===== config.mk =====
export PLATFORM = sky130hd
export DESIGN_NAME = sliding_window_agg
export DESIGN_NICKNAME = d
export VERILOG_FILES = /design/src/rtl/sliding_window_agg.sv
export SDC_FILE = /design/constraint.sdc
export NUM_CORES = 1
export LEC_CHECK = 0
export ABC_AREA = 0
export CORE_UTILIZATION = 55
export CTS_BUF_LIST = sky130_fd_sc_hd__clkbuf_16
export DETAILED_ROUTE_END_ITERATION = 8
export GPL_ROUTABILITY_DRIVEN = 0
export PLACE_DENSITY = 0.9
export SYNTH_ARGS = -nofsm -noshare
export SYNTH_HDL_FRONTEND = slang
export SYNTH_SLANG_ARGS = --single-unit

===== constraint.sdc =====
create_clock -name clk -period 12.4 [get_ports clk]
set_input_delay 1.24 -clock clk [delete_from_list [all_inputs] [get_ports clk]]
set_output_delay 1.24 -clock clk [all_outputs]
set_load 0.02 [all_outputs]

===== src/rtl/sliding_window_agg.sv =====
// Sliding-window aggregation unit: event values accumulate into the head
// bucket, a period timer rotates the bucket ring, and a query returns the
// sum/max over all buckets one cycle later.
// Optional feature macro: SW_COUNT_EN adds per-bucket event counters and the
// out_count port (saturating total event count across the window).
module sliding_window_agg #(
    parameter int unsigned DATA_W       = 64,
    parameter int unsigned NUM_BUCKETS  = 4,
    parameter int unsigned SLIDE_PERIOD = 250,
    parameter int unsigned AGG_MODE     = 0
) (
    input  logic                              clk,
    input  logic                              rst,
    input  logic                              en,
    input  logic                              in_valid,
    input  logic [DATA_W-1:0]                 in_data,
    input  logic                              query,
    output logic                              out_valid,
    output logic [DATA_W-1:0]                 out_data,
    output logic                              slide,
    output logic [$clog2(NUM_BUCKETS)-1:0]    head_idx,
    output logic [$clog2(SLIDE_PERIOD)-1:0]   timer,
    output logic [NUM_BUCKETS*DATA_W-1:0]     buckets_flat
`ifdef SW_COUNT_EN
    ,
    output logic [31:0]                       out_count
`endif
);

    localparam int unsigned IDX_W = $clog2(NUM_BUCKETS);
    localparam int unsigned TMR_W = $clog2(SLIDE_PERIOD);
    localparam logic [DATA_W-1:0] IDENT =
        (AGG_MODE == 1) ? {1'b1, {(DATA_W-1){1'b0}}} : DATA_W'(0);

    logic [DATA_W-1:0] bucket_q [NUM_BUCKETS];
    logic [DATA_W-1:0] bucket_d [NUM_BUCKETS];
    logic [IDX_W-1:0]  head_q, head_d;
    logic [TMR_W-1:0]  timer_q, timer_d;
    logic              slide_c;
    logic              event_c;
    logic              query_c;
    logic [DATA_W-1:0] agg_c;

    // Combine two values according to the aggregation mode.
    function automatic logic [DATA_W-1:0] agg2(input logic [DATA_W-1:0] a,
                                               input logic [DATA_W-1:0] b);
        if (AGG_MODE == 1)
            return ($signed(a) > $signed(b)) ? a : b;
        else
            return a + b;
    endfunction

    // Next-state: timer, slide/rotation (applied before the event) and event update.
    always_comb begin
        slide_c = 1'b0;
        event_c = 1'b0;
        query_c = 1'b0;
        timer_d = timer_q;
        head_d  = head_q;
        for (int i = 0; i < NUM_BUCKETS; i++) bucket_d[i] = bucket_q[i];
        if (en) begin
            slide_c = (timer_q == TMR_W'(SLIDE_PERIOD - 1));
            event_c = in_valid;
            query_c = query;
            timer_d = slide_c ? TMR_W'(0) : timer_q + TMR_W'(1);
            if (slide_c) begin
                head_d = (head_q == IDX_W'(NUM_BUCKETS - 1)) ? IDX_W'(0) : head_q + IDX_W'(1);
                bucket_d[head_d] = IDENT;
            end
            if (event_c) bucket_d[head_d] = agg2(bucket_d[head_d], in_data);
        end
    end

    // Window reduction over the next-state buckets.
    always_comb begin
        agg_c = IDENT;
        for (int i = 0; i < NUM_BUCKETS; i++) agg_c = agg2(agg_c, bucket_d[i]);
    end

    // State and registered outputs.
    always_ff @(posedge clk or negedge rst) begin
        if (!rst) begin
            for (int i = 0; i < NUM_BUCKETS; i++) bucket_q[i] <= IDENT;
            head_q    <= '0;
            timer_q   <= '0;
            slide     <= 1'b0;
            out_valid <= 1'b0;
            out_data  <= '0;
        end else begin
            for (int i = 0; i < NUM_BUCKETS; i++) bucket_q[i] <= bucket_d[i];
            head_q    <= head_d;
            timer_q   <= timer_d;
            slide     <= slide_c;
            out_valid <= query_c;
            if (query_c) out_data <= agg_c;
        end
    end

    assign head_idx = head_q;
    assign timer    = timer_q;

    for (genvar g = 0; g < NUM_BUCKETS; g++) begin : g_flat
        assign buckets_flat[g*DATA_W +: DATA_W] = bucket_q[g];
    end

`ifdef SW_COUNT_EN
    localparam int unsigned CSUM_W = 33 + IDX_W;

    logic [31:0]       cnt_q [NUM_BUCKETS];
    logic [31:0]       cnt_d [NUM_BUCKETS];
    logic [CSUM_W-1:0] cnt_sum_c;
    logic [31:0]       cnt_tot_c;

    // Per-bucket saturating event counters, cleared with their bucket.
    always_comb begin
        for (int i = 0; i < NUM_BUCKETS; i++) cnt_d[i] = cnt_q[i];
        if (slide_c) cnt_d[head_d] = '0;
        if (event_c && (cnt_d[head_d] != 32'hFFFF_FFFF))
            cnt_d[head_d] = cnt_d[head_d] + 32'd1;
    end

    // Saturating total of the next-state counters.
    always_comb begin
        cnt_sum_c = '0;
        for (int i = 0; i < NUM_BUCKETS; i++) cnt_sum_c = cnt_sum_c + CSUM_W'(cnt_d[i]);
        cnt_tot_c = (cnt_sum_c > CSUM_W'(32'hFFFF_FFFF)) ? 32'hFFFF_FFFF : cnt_sum_c[31:0];
    end

    // Counter state and registered count output.
    always_ff @(posedge clk or negedge rst) begin
        if (!rst) begin
            for (int i = 0; i < NUM_BUCKETS; i++) cnt_q[i] <= '0;
            out_count <= '0;
        end else begin
            for (int i = 0; i < NUM_BUCKETS; i++) cnt_q[i] <= cnt_d[i];
            if (query_c) out_count <= cnt_tot_c;
        end
    end
`endif

endmodule


==> out/results.ini <==
[outcome]
status=complete, no violations

[clock_tree]
clock_latency_ns=0.57
htree_levels=2
postCtsSetupRepairBufs=0
clockBufferDepth=3
postCtsResizedCells=0
cts_tree=yes
clk_pin_slew_ns=0.06
numCtsBuffers=40
cts.sinks=332
cts_hold_buf=0
cts_root_buf=clkbuf_16

[sta]
worstMarginPinSlew_ns=1.090
rsz0062_at_grt=no
slew_viol_final=0
worst_slack_ns=1.300
setup-tns-final_ns=0
max_slew_margin_pct=27.05
hold_violations=0
final.period_utilization_pct=89.51
setup_violations=0
fin_skew_ns=0.01988
min_period_ns=11.10
fmaxAchievable_mhz=90.09

[power_and_ir_drop]
power.density_mw_per_mm2=236.6
vdd_drop_max_v=0.0001585
p_leak_nw=14.21

[worst_setup_path]
path_common_cell=a21oi_1
start_kind=register
critPathArrivalTime_ns=11.51
crit_buf_inv=4
cpMaxStageDelayCell=o41ai_1
critPathRequiredTime_ns=12.81
cp_top_family=compound AO/OA/AOI/OAI gates
setup.worst_path.class=register to register
slowest_delay_ns=0.79
worstPathMaxFanout=45
cp-end-kind=register

[layout]
layout.nets=3374
drive_above_1_share_pct=4.003
fillers=3214
n_antenna_cell=0
syn_to_final_growth_pct=23.36

[logic_synthesis]
async_flop_share_pct=100.0
synth_fp_nets=3065
synth-seq-area-share_pct=33.60
synth-main-ff-cell=dfrtp_1
ys_ff_latch=332
synthDistinctLibCells=77
netlist_area_mm2=0.02473
syn_inst=2737
synth_edf_count=0
syn_area_per_cell_um2=9.035
yosysWarnings=0

[detailed_routing]
dr.pass1.iters=9
drc=0
post_drt_wl_per_cell_um=26.88
drt-total-wl_um=98500
drtIter0Drc=3706
vias_per_cell=6.944
ant_nets=0
dr_total_vias=25450

[global_route]
gr-usage-met1_pct=51.38
overflow=0
grt_util_met3_pct=14.88
grt_max_degree=122
grt.busiest_layer=met2
grt_pass1_wl_um=150400
gr-usage-met2_pct=63.32
grt_pass1_vias=25720
antenna_found_initial=4
track_usage_pct=42.50

[placed_design]
dp_hpwl_um=69780
pre_cts_ws_ns=1.912
portBuffers=400

[min_path]
hold_class=register to register

[floorplanning]
row_count=77
ios=401
die_area_mm2=0.04581
die-width_um=214.0
start_util_pct=55.80
die_y_um=214.0
core_area_mm2=0.04432

[run]
maxCapViolCount=0

[Yosys cell counts (11+ instances only)]
| master | count | area share, % |
|---|---|---|
| a2111oi_0 | 64 | 2.3 |
| a211oi_1 | 11 | 0.33 |
| a21o_1 | 89 | 2.7 |
| a21oi_1 | 343 | 6.9 |
| a22o_1 | 213 | 7.5 |
| a22oi_1 | 24 | 0.73 |
| and3_1 | 18 | 0.46 |
| buf_1 | 17 | 0.26 |
| clkbuf_1 | 141 | 2.1 |
| dfrtp_1 | 332 | 34 |
| fa_1 | 127 | 10 |
| ha_1 | 132 | 6.7 |
| inv_1 | 296 | 4.5 |
| nand2_1 | 260 | 3.9 |
| nand2b_1 | 16 | 0.40 |
| nand3_1 | 23 | 0.47 |
| nand4_1 | 41 | 1.0 |
| nor2_1 | 81 | 1.2 |
| nor2b_1 | 18 | 0.46 |
| nor3_1 | 17 | 0.34 |
| o211ai_1 | 11 | 0.33 |
| o21a_1 | 15 | 0.46 |
| o21ai_0 | 121 | 2.4 |
| o21ai_1 | 47 | 0.95 |
| o21bai_1 | 24 | 0.73 |
| xnor2_1 | 74 | 2.6 |
| xor2_1 | 45 | 1.6 |
[worst reg2reg max path, delay by kind of cell, from the launching register on]
| family | cells | cell delay, ns |
|---|---|---|
| AOI/OAI and AO/OA | 18 | 4.03 |
| xor gates and xnor gates | 2 | 0.37 |
| adders and majority gates | 5 | 2.29 |
| buffers and inverters | 4 | 0.79 |
| DFF | 1 | 0.50 |
| and+or+nand+nor | 6 | 2.96 |
[where the power goes]
part | total (W) | internal, W | switching, W | leakage, nW
clock network | 0.00125 | 0.000744 | 0.000502 | 0.673
logic | 0.00440 | 0.00167 | 0.00273 | 9.22
registers | 0.00157 | 0.00132 | 0.000252 | 4.32
total | 0.00722 | 0.00373 | 0.00349 | 14.2
[kinds of logic after synthesis]
logic type / count (synthesis) / share of synthesized area [%]
AOI/OAI and AO/OA: 1045 / 28.31
xor gates and xnor gates: 119 / 4.215
adders and majority gates: 259 / 16.96
buffers and inverters: 459 / 7.003
DFF: 332 / 33.60
muxes: 8 / 0.3390
and+or+nand+nor: 515 / 9.574
[sequential cells by signal, indices dropped and copies added (netlist names)]
signal	cells
slide	1
timer	8
buckets_flat	256
out_valid	1
out_data	64
head_idx	2
[final timing paths]
check / start / to / slack (ns) / depth (start not counted)
worst max-delay path: head_idx[0] / out_data[56] / 1.30 / 35
worst min-delay path: out_data[12] / out_data[12] / 0.48 / 2
worst max register to register: head_idx[0] / out_data[56] / 1.30 / 35
worst min register to register: out_data[12] / out_data[12] / 0.48 / 2
max in group asynchronous: rst / out_data[43] / 9.18 / 3
min in group asynchronous: rst / slide / 0.78 / 1
[layer usage]
layer  up-vias  routed length (um)
met4         6                8123
li1      10390                   -
met2      2406               42540
met3       690               14890
met5         -                  41
met1     11950               32910
[layout by cell type (no fill, tap or decap), types with 45 or more instances in the layout]
| cell type | n |
|---|---|
| o21ai_1 | 47 |
| a21o_1 | 89 |
| o21ai_0 | 121 |
| xor2_1 | 45 |
| clkdlybuf4s50_1 | 399 |
| a21oi_1 | 341 |
| fa_1 | 127 |
| nor2_1 | 78 |
| xnor2_1 | 74 |
| dfrtp_1 | 332 |
| nand2_1 | 251 |
| a2111oi_0 | 64 |
| inv_1 | 303 |
| a22o_1 | 213 |
| ha_1 | 132 |
[final cells by class]
| type | count | area [um^2] | area share, % |
|---|---|---|---|
| Multi-Input combinational cell | 1946 | 14760 | 48.40 |
| Sequential cell | 332 | 8308 | 27.24 |
| Timing Repair Buffer | 430 | 4234 | 13.88 |
| Inverter | 296 | 1111 | 3.642 |
| Clock buffer | 41 | 1026 | 3.364 |
| Tap cell | 592 | 740.7 | 2.428 |
| Clock inverter | 28 | 320.3 | 1.050 |
[metrics by stage]
step                power, W  area (um^2)  hold WS, ns  util (%)  cells
floorplan           0.004300        24730       0.5900         -   2737
global placement    0.005618        29160       0.4678     65.79   3596
detailed placement  0.005767        29160       0.4687     65.79   3596
CTS                 0.007054        30500       0.4818     68.83   3665
global route        0.007571        30500       0.5148     68.83   3665
finish              0.007216        30500       0.4801     68.83   3665
(Power assumes the default switching activity.)
